<file path="config.mk">
export PLATFORM = sky130hd
export DESIGN_NAME = dmux_sched_flat
export DESIGN_NICKNAME = d
export VERILOG_FILES = /design/src/rtl/dmux_sched_if.sv /design/src/rtl/dmux_sched.sv /design/src/flat_wrapper.sv
export SDC_FILE = /design/constraint.sdc
export NUM_CORES = 1
export LEC_CHECK = 0
export BUFFER_PORTS_ARGS = -buffer_cell sky130_fd_sc_hd__buf_2
export CORE_ASPECT_RATIO = 2
export CORE_MARGIN = 1.5
export CORE_UTILIZATION = 45
export DETAILED_ROUTE_END_ITERATION = 12
export PLACE_DENSITY = 0.78
export SLEW_MARGIN = 25
export SYNTH_ARGS = -nofsm -noshare
export SYNTH_HDL_FRONTEND = slang
export SYNTH_SLANG_ARGS = --single-unit
</file>
<file path="constraint.sdc">
create_clock -name clk -period 2.4 [get_ports clk]
set_clock_uncertainty 0.2 [all_clocks]
set_input_delay 0.12 -clock clk [delete_from_list [all_inputs] [get_ports clk]]
set_output_delay 0.12 -clock clk [all_outputs]
set_load 0.1 [all_outputs]
</file>
<file path="src/rtl/dmux_sched_if.sv">
// Bus bundle for dmux_sched: input word handshake, four output channels, and status.
// master drives traffic and consumer ready; slave is the scheduler itself.
interface dmux_sched_if #(
  parameter int W = 4
);
  logic         en;
  logic         mode;
  logic [1:0]   sel_cfg;
  logic         in_valid;
  logic [W-1:0] in_data;
  logic         in_ready;
  logic [W-1:0] a;
  logic [W-1:0] b;
  logic [W-1:0] c;
  logic [W-1:0] d;
  logic [3:0]   out_valid;
  logic [3:0]   out_ready;
  logic         busy;
  logic [7:0]   acc_cnt;

  modport master (
    output en, mode, sel_cfg, in_valid, in_data, out_ready,
    input  in_ready, a, b, c, d, out_valid, busy, acc_cnt
  );

  modport slave (
    input  en, mode, sel_cfg, in_valid, in_data, out_ready,
    output in_ready, a, b, c, d, out_valid, busy, acc_cnt
  );
endinterface

</file>
<file path="src/rtl/dmux_sched.sv">
// One-to-four demultiplexer with a one-entry holding register per channel,
// fixed or round-robin routing, and an IDLE/RUN/DRAIN control FSM.
module dmux_sched #(
  parameter int W = 4
) (
  input  logic         clk,
  input  logic         rst_n,
  dmux_sched_if.slave  bus
);

  typedef enum logic [1:0] {
    IDLE  = 2'd0,
    RUN   = 2'd1,
    DRAIN = 2'd2
  } state_t;

  state_t       r_state;
  logic [1:0]   r_ptr;
  logic [7:0]   r_acc_cnt;
  logic [3:0]   r_valid;
  logic [W-1:0] r_data [4];

  logic [1:0]   w_tgt;
  logic         w_in_ready;
  logic         w_accept;
  logic [3:0]   w_drain;

  assign w_tgt      = bus.mode ? r_ptr : bus.sel_cfg;
  // A full target may still accept when its consumer empties it on the same edge.
  assign w_in_ready = (r_state == RUN) && (!r_valid[w_tgt] || bus.out_ready[w_tgt]);
  assign w_accept   = bus.in_valid && w_in_ready;
  assign w_drain    = r_valid & bus.out_ready;

  genvar gi;
  generate
    for (gi = 0; gi < 4; gi++) begin : g_chan
      always_ff @(posedge clk or negedge rst_n) begin
        if (!rst_n) begin
          r_valid[gi] <= 1'b0;
          r_data[gi]  <= '0;
        end else if (w_accept && (w_tgt == 2'(gi))) begin
          r_valid[gi] <= 1'b1;
          r_data[gi]  <= bus.in_data;
        end else if (w_drain[gi]) begin
          r_valid[gi] <= 1'b0;
          r_data[gi]  <= '0;
        end
      end
    end
  endgenerate

  always_ff @(posedge clk or negedge rst_n) begin
    if (!rst_n) begin
      r_state   <= IDLE;
      r_ptr     <= 2'd0;
      r_acc_cnt <= 8'd0;
    end else begin
      if (w_accept) begin
        r_acc_cnt <= r_acc_cnt + 8'd1;
        if (bus.mode) begin
          r_ptr <= r_ptr + 2'd1;
        end
      end
      case (r_state)
        IDLE: begin
          if (bus.en) r_state <= RUN;
        end
        RUN: begin
          if (!bus.en) r_state <= DRAIN;
        end
        DRAIN: begin
          // Leave for IDLE only once every channel was already empty this cycle.
          if (bus.en) begin
            r_state <= RUN;
          end else if (r_valid == 4'd0) begin
            r_state <= IDLE;
          end
        end
        default: r_state <= IDLE;
      endcase
    end
  end

  assign bus.in_ready  = w_in_ready;
  assign bus.out_valid = r_valid;
  assign bus.a         = r_data[0];
  assign bus.b         = r_data[1];
  assign bus.c         = r_data[2];
  assign bus.d         = r_data[3];
  assign bus.busy      = (r_state != IDLE);
  assign bus.acc_cnt   = r_acc_cnt;

endmodule
</file>
<file path="src/flat_wrapper.sv">
// flat-port wrapper written by rule: the top's interface ports become plain ports
module dmux_sched_flat 
#(
  parameter int W = 4
)
  (clk, rst_n, bus_en, bus_mode, bus_sel_cfg, bus_in_valid, bus_in_data, bus_out_ready, bus_in_ready, bus_a, bus_b, bus_c, bus_d, bus_out_valid, bus_busy, bus_acc_cnt);
  dmux_sched_if #(.W(W)) bus_i ();
  input  logic clk;
  input  logic rst_n;
  input wire logic [$bits(bus_i.en)-1:0] bus_en;
  input wire logic [$bits(bus_i.mode)-1:0] bus_mode;
  input wire logic [$bits(bus_i.sel_cfg)-1:0] bus_sel_cfg;
  input wire logic [$bits(bus_i.in_valid)-1:0] bus_in_valid;
  input wire logic [$bits(bus_i.in_data)-1:0] bus_in_data;
  input wire logic [$bits(bus_i.out_ready)-1:0] bus_out_ready;
  output wire logic [$bits(bus_i.in_ready)-1:0] bus_in_ready;
  output wire logic [$bits(bus_i.a)-1:0] bus_a;
  output wire logic [$bits(bus_i.b)-1:0] bus_b;
  output wire logic [$bits(bus_i.c)-1:0] bus_c;
  output wire logic [$bits(bus_i.d)-1:0] bus_d;
  output wire logic [$bits(bus_i.out_valid)-1:0] bus_out_valid;
  output wire logic [$bits(bus_i.busy)-1:0] bus_busy;
  output wire logic [$bits(bus_i.acc_cnt)-1:0] bus_acc_cnt;
  assign bus_i.en = bus_en;
  assign bus_i.mode = bus_mode;
  assign bus_i.sel_cfg = bus_sel_cfg;
  assign bus_i.in_valid = bus_in_valid;
  assign bus_i.in_data = bus_in_data;
  assign bus_i.out_ready = bus_out_ready;
  assign bus_in_ready = bus_i.in_ready;
  assign bus_a = bus_i.a;
  assign bus_b = bus_i.b;
  assign bus_c = bus_i.c;
  assign bus_d = bus_i.d;
  assign bus_out_valid = bus_i.out_valid;
  assign bus_busy = bus_i.busy;
  assign bus_acc_cnt = bus_i.acc_cnt;
  dmux_sched #(.W(W)) u_core (.clk(clk), .rst_n(rst_n), .bus(bus_i));
endmodule
</file>
# [Word-level counts from Yosys, hierarchy flattened]
# Cells that the tools add are included.
[word_totals] regBits=32 output_inout_bits=30
[op_classes] addsub=2 n_lt_le_gt_ge=1 n_eq_ne=8 mux=26 bitwise=1 reduce_logical=18
[ops] operator="2-to-1 mux 4 bit" count=8
[ops] operator="2-to-1 mux 1 bit" count=10
[ops] operator="2-to-1 mux 2 bit" count=5
[ops] operator="nonzero test 2 bit" count=5
[ops] operator="adder 8 x 1 -> 8 bit (second input constant)" count=1
[ops] operator="equality test 2 bit (second input constant)" count=3
[ops] operator="logical AND 1 bit" count=6
[ops] operator="case mux 2 bit (3 select lines)" count=1
[ops] operator="AND 4 bit" count=1
[ops] operator="binary-select mux 1 bit (select 2 bit)" count=2
[ops] operator="equality test 2 x 1 -> 1 bit (second input constant)" count=2
[ops] operator="logical NOT 2 bit" count=2
[ops] operator="logical NOT 4 bit" count=1
[ops] operator="!= test 2 bit (second input constant)" count=2
[ops] operator="< comparator 2 x 3 -> 1 bit (second input constant)" count=1
[ops] operator="!= test 3 x 2 -> 1 bit (second input constant)" count=1
[ops] operator="AND reduction 3 bit" count=1
[ops] operator="adder 2 x 1 -> 2 bit (second input constant)" count=1
[ops] operator="AND reduction 2 bit" count=1
[ops] operator="logical NOT 1 bit" count=1
[ops] operator="logical OR 1 bit" count=1

# [Logic depth before layout (Yosys ltp)]
[logic_depth] depth_word=9 mapped_depth=6 mapped_depth_nobuf=5

# [Worst setup path before layout]
# Ideal clock, no wire load.
[synth_timing] path_kind="register -> output" startpoint="register u_core.r_valid[3], in the netlist u_core.bus.out_valid[3]" endpoint="output port bus_in_ready" arrival_time_ns=2.695 setup_slack_ns=-0.615 path_stages_with_launch=5 n_path_buf=0 cell_sequence="dfrtp_1 > nand2b_1 > mux2i_1 > mux2_4 > nor2_1"
[synth_via] elab_chain_cells=5
[synth_rtl] element="start: declaration" line_no="dmux_sched.sv:20" source="logic [3:0] r_valid;"
[synth_rtl] element="start signal: indexed assignment" line_no="dmux_sched.sv:39" source="r_valid[gi] <= 1'b0;"
[synth_rtl] element="start signal: indexed assignment" line_no="dmux_sched.sv:42" source="r_valid[gi] <= 1'b1;"
[synth_rtl] element="start signal: indexed assignment" line_no="dmux_sched.sv:45" source="r_valid[gi] <= 1'b0;"
[synth_rtl] element="binary-select mux 1 bit (select 2 bit)" line_no="dmux_sched.sv:30" source="assign w_in_ready = (r_state == RUN) && (!r_valid[w_tgt] || bus.out_ready[w_tgt]);"
[synth_rtl] element="2-to-1 mux 1 bit (implied by the code)" line_no="dmux_sched.sv:30"
[synth_rtl] element="logical NOT 1 bit" line_no="dmux_sched.sv:30"
[synth_rtl] element="logical OR 1 bit" line_no="dmux_sched.sv:30"
[synth_rtl] element="logical AND 1 bit" line_no="dmux_sched.sv:30"
[synth_rtl] element="end: declaration" line_no="flat_wrapper.sv:16" source="output wire logic [$bits(bus_i.in_ready)-1:0] bus_in_ready;"
# Every way passes these cells. The select of a mux whose other input is x is not followed.

# [Worst setup path after layout]
[layout_timing] startpoint="register u_core.r_ptr[1]" endpoint="output port bus_in_ready"
[layout_via] elab_chain_cells=6
[layout_rtl] element="start: declaration" line_no="dmux_sched.sv:18" source="logic [1:0] r_ptr;"
[layout_rtl] element="start signal: assignment" line_no="dmux_sched.sv:61" source="r_ptr <= r_ptr + 2'd1;"
[layout_rtl] element="2-to-1 mux 2 bit *" line_no="dmux_sched.sv:28" source="assign w_tgt = bus.mode ? r_ptr : bus.sel_cfg;"
[layout_rtl] element="binary-select mux 1 bit (select 2 bit)" line_no="dmux_sched.sv:30"
[layout_rtl] element="2-to-1 mux 1 bit (implied by the code)" line_no="dmux_sched.sv:30"
[layout_rtl] element="logical NOT 1 bit" line_no="dmux_sched.sv:30"
[layout_rtl] element="logical OR 1 bit *" line_no="dmux_sched.sv:30"
[layout_rtl] element="logical AND 1 bit *" line_no="dmux_sched.sv:30"
# Mark *: on every way between the ends. The rest lies on a longest branch, timed or not. The select of a mux whose other input is x is not followed.

==> results <==
- The worst register-to-register path ends at u_core.bus.a[1].
- The clock sink total is 32.
- The routed via count is 1250.
- Timing would allow up to 424.6 MHz.
- The area growth from synthesis to layout is 31.60%.
- Sorting the synthesized cells by area gives the leading types as dfrtp_1, nand2_1, o21ai_0, xor2_1, nand3_1.
- The number of antenna repair diodes is 0.
- The final weighted congestion in routability-driven placement is 0.8188.
- The number of cells traversed by the worst register-to-register path is 5.
- The floorplan has 28 rows.
- A synthesized cell averages 10.30 sq um.
- Counting the fill cells in the layout gives 254.
- The die area is 3572 sq um.
- After clock tree synthesis, the clock-pin slew on the worst setup and hold paths is 0.06 ns.
- The source-to-sink clock delay at the later pin of the worst-skew pair is 0.28 ns.
- The leftover overflow at the end of global routing is 0.
- In this run the worst setup path begins at u_core.r_ptr[1].
- The count of cells resized by post-cts repair is 0.
- The max-cap violation count is 0.
- The highest net fanout along the worst path is 7.
- Yosys printed 0 warnings.
- The first detailed-routing pass took 4 iterations.
- The flow ran to the end, and the final reports show no timing, DRC or antenna violations.
- Summed over all failing endpoints, the final setup total negative slack is 0 ns.
- The overall fraction of global-route tracks in use is 21.39%.
- At the worst endpoint, the required time is 2.08 ns.
- The number of unique standard cell types used by synthesis is 28.
- The met3 track demand over resource in global routing is 5.000%.
- The maximum buffer depth of the clock tree is 2.
- Setup repair after global routing left no endpoint under its margin.
- The number of buffers created by CTS is 5.
- The number of nets produced by synthesis is 156.
- The floorplan step set the die width to 43.02 microns.
- Of the available clock period, the critical path in the final layout requires 98.13%.
- Once the floorplan was initialized, standard cells occupied 47.84% of the core.
- The wire length per cell is 14.79 microns.
- In this run the biggest area consumer among cell types represents 55.56% of the synthesized area.
- The number of pins exceeding their max-slew limit in the final report is 0.
- The worst register-to-register path has a setup slack of 0.30 ns.
- The number of storage elements in the synthesis netlist is 32.
- The global-route wire length before repair is 5851 microns.
- After technology mapping, the gate count stands at 140.
- In the post-route analysis, the smallest setup slack over all paths is 0.04481 ns.
- Entering global routing, the biggest net connects 33 pins.
- In this run the critical register-to-register path is launched from u_core.r_ptr[0].
- After clock tree synthesis, the setup repair step added 0 buffers.
- CTS placed an instance of clkbuf_8 at the clock tree root.
- The type of the most critical hold path is in2reg.
- TritonCTS built the clock tree.
- The depth of the CTS H-tree is 2.
- The number of hold violations in the final report came to 0.
- At the worst endpoint, the arrival time is 2.04 ns.
- After detailed routing, the number of remaining DRC violations is 0.
- The combined area of all synthesized cells is 1441 sq um.
- STA classifies the critical path endpoint as a primary output.
- After the first detailed-routing iteration, the DRC count stood at 21.
- The pre-CTS worst setup slack is 0.2946 ns.
- Following the worst setup path forward leads to its endpoint at bus_in_ready.
- Measured against its own limit, the worst slew margin works out to 53.37%.
- Summed over all instances, the cell type with the most area after synthesis is dfrtp_1.
- The startpoint type of the worst setup path is a register.
- The count of input and output buffers is 44.
- The part of the Yosys area used for sequential elements is 55.56%.
- After the last flow step, the layout net total stands at 215.
- 45 I/O pins were placed.
- The global routing stage identified its most utilized layer as met2.
- The critical path in this run is classified as reg2out.
- The number of antenna violations at the first check in global routing is 0.
- The total detailed-routing wirelength is 3401 microns.
- The total core area is 3013 sq um.
- The setup-violating endpoint count in the final report is 0.
- Detailed placement finished with a half-perimeter wire length of 2535 microns.
- The number of vias per cell after detailed routing is 5.435.
- The number of global-route vias before repair came to 1315.
- The residual antenna-violating net count after detailed routing is 0.
- In the final layout, the share of cells above drive strength 1 is 32.00%.
- The floorplan step set the die height to 83.04 microns.
- The routed design could run at a clock period as short as 2.355 ns.
- Global routing used 37.47% of the available met2 tracks.
- For this run, global-route usage on met1 was measured as 23.57%.
- For the pin with the worst max-slew slack, the measured transition is 0.6995 ns.
synth_stat cells:
| cell type | count |
|---|---|
| buf_4 | 1 |
| nor3_2 | 2 |
| o22ai_2 | 1 |
| xnor2_1 | 3 |
| a21oi_1 | 1 |
| nor3_1 | 1 |
| or2_2 | 1 |
| nor2b_1 | 1 |
| or4_1 | 1 |
| xor2_1 | 6 |
| or3b_1 | 1 |
| o21ai_2 | 4 |
| nor3b_2 | 1 |
| nand2b_1 | 5 |
| nand4_1 | 2 |
| dfrtp_1 | 32 |
| inv_1 | 4 |
| mux2_2 | 1 |
| mux2i_1 | 3 |
| o21ai_0 | 15 |
| and3_1 | 2 |
| nand3b_1 | 2 |
| nor2_1 | 5 |
| mux2_4 | 2 |
| nand3_1 | 8 |
| nand2_1 | 33 |
| a21boi_0 | 1 |
| ha_1 | 1 |
critical path, cell delays in order (launching register included):
cell,delay (ns)
dfrtp_1,0.41
mux2_4,0.32
mux2i_1,0.19
mux2_4,0.34
nor2_4,0.08
buf_2,0.42
metal layers:
metal	routed length (microns)	up-vias
met1	1295	605
met2	1848	47
li1	-	592
met4	70	0
met3	186	6
met5	0	-
kinds of logic (layout without fill, tap and decap cells):
group / Yosys count / in the layout / synth area share (%)
AO/OA/AOI/OAI: 22 / 22 / 9.374
XOR/XNOR: 9 / 9 / 5.469
adder cells (fa/ha/maj): 1 / 1 / 0.8679
buffers and inverters: 5 / 65 / 1.562
flip-flops: 32 / 32 / 55.56
multiplexers: 6 / 6 / 4.948
AND/OR/NAND/NOR: 65 / 65 / 22.22
timing repair:
action / CTS / global route
endpoints found under the setup margin: 0 / 0
endpoints found under the hold margin: 53 / 0
hold buffers: 9 / 0
how the worst min path moves through the flow:
stage	from	to	slack (ns)	depth (start not counted)
global route	bus_sel_cfg[1]	u_core.bus.out_valid[1]	0.07	3
detailed placement	rst_n	u_core.bus.acc_cnt[6]	0.006	1
floorplan	rst_n	u_core.bus.a[0]	-0.38	0
finish	bus_out_ready[2]	u_core.bus.c[1]	0.04	4
CTS	bus_out_ready[2]	u_core.bus.out_valid[2]	0.03	3
global placement	rst_n	u_core.bus.acc_cnt[5]	-0.009	1
final cells by class:
class	count	area, sq um	share of cell area, %
clock inverter	2	35.03	1.847
sequential	32	800.8	42.22
inverter	4	15.01	0.7916
multi-input combinational	103	625.6	32.98
clock buffer	6	72.57	3.826
timing repair buffer	53	310.3	16.36
tap	30	37.54	1.979
flip-flops by register name, summed over array words and instances, names as in the netlist:
| signal | flops |
|---|---|
| u_core.bus.b | 4 |
| u_core.r_state | 2 |
| u_core.bus.out_valid | 4 |
| u_core.bus.c | 4 |
| u_core.bus.acc_cnt | 8 |
| u_core.bus.d | 4 |
| u_core.r_ptr | 2 |
| u_core.bus.a | 4 |
layout by cell type (no fill, tap or decap), types with 2 or more instances in the layout:
master,n
nand4_1,2
buf_2,44
inv_1,4
nand2b_1,5
nand3_1,8
o21ai_2,4
and3_1,2
mux2i_1,3
clkbuf_8,5
nor2_1,4
nand2_1,33
o21ai_0,15
nor3_2,2
xor2_1,6
mux2_4,2
nand3b_1,2
xnor2_1,3
dfrtp_1,32
dlygate4sd3_1,9
per-stage QoR:
| stage | instance area [sq um] | utilization (%) | cells | hold slack (ns) |
|---|---|---|---|---|
| after detailed placement | 1699 | 56.40 | 213 | 0.005643 |
| after global placement | 1699 | 56.40 | 213 | -0.009402 |
| after floorplan | 1449 | - | 140 | -0.3756 |
| after global routing | 1897 | 62.96 | 230 | 0.06704 |
| after CTS | 1897 | 62.96 | 230 | 0.02647 |
| final | 1897 | 62.96 | 230 | 0.03672 |
Power is left out: the tool's default activity adds up to more than one toggle a clock period on the data nets, which glitch-free logic cannot reach.
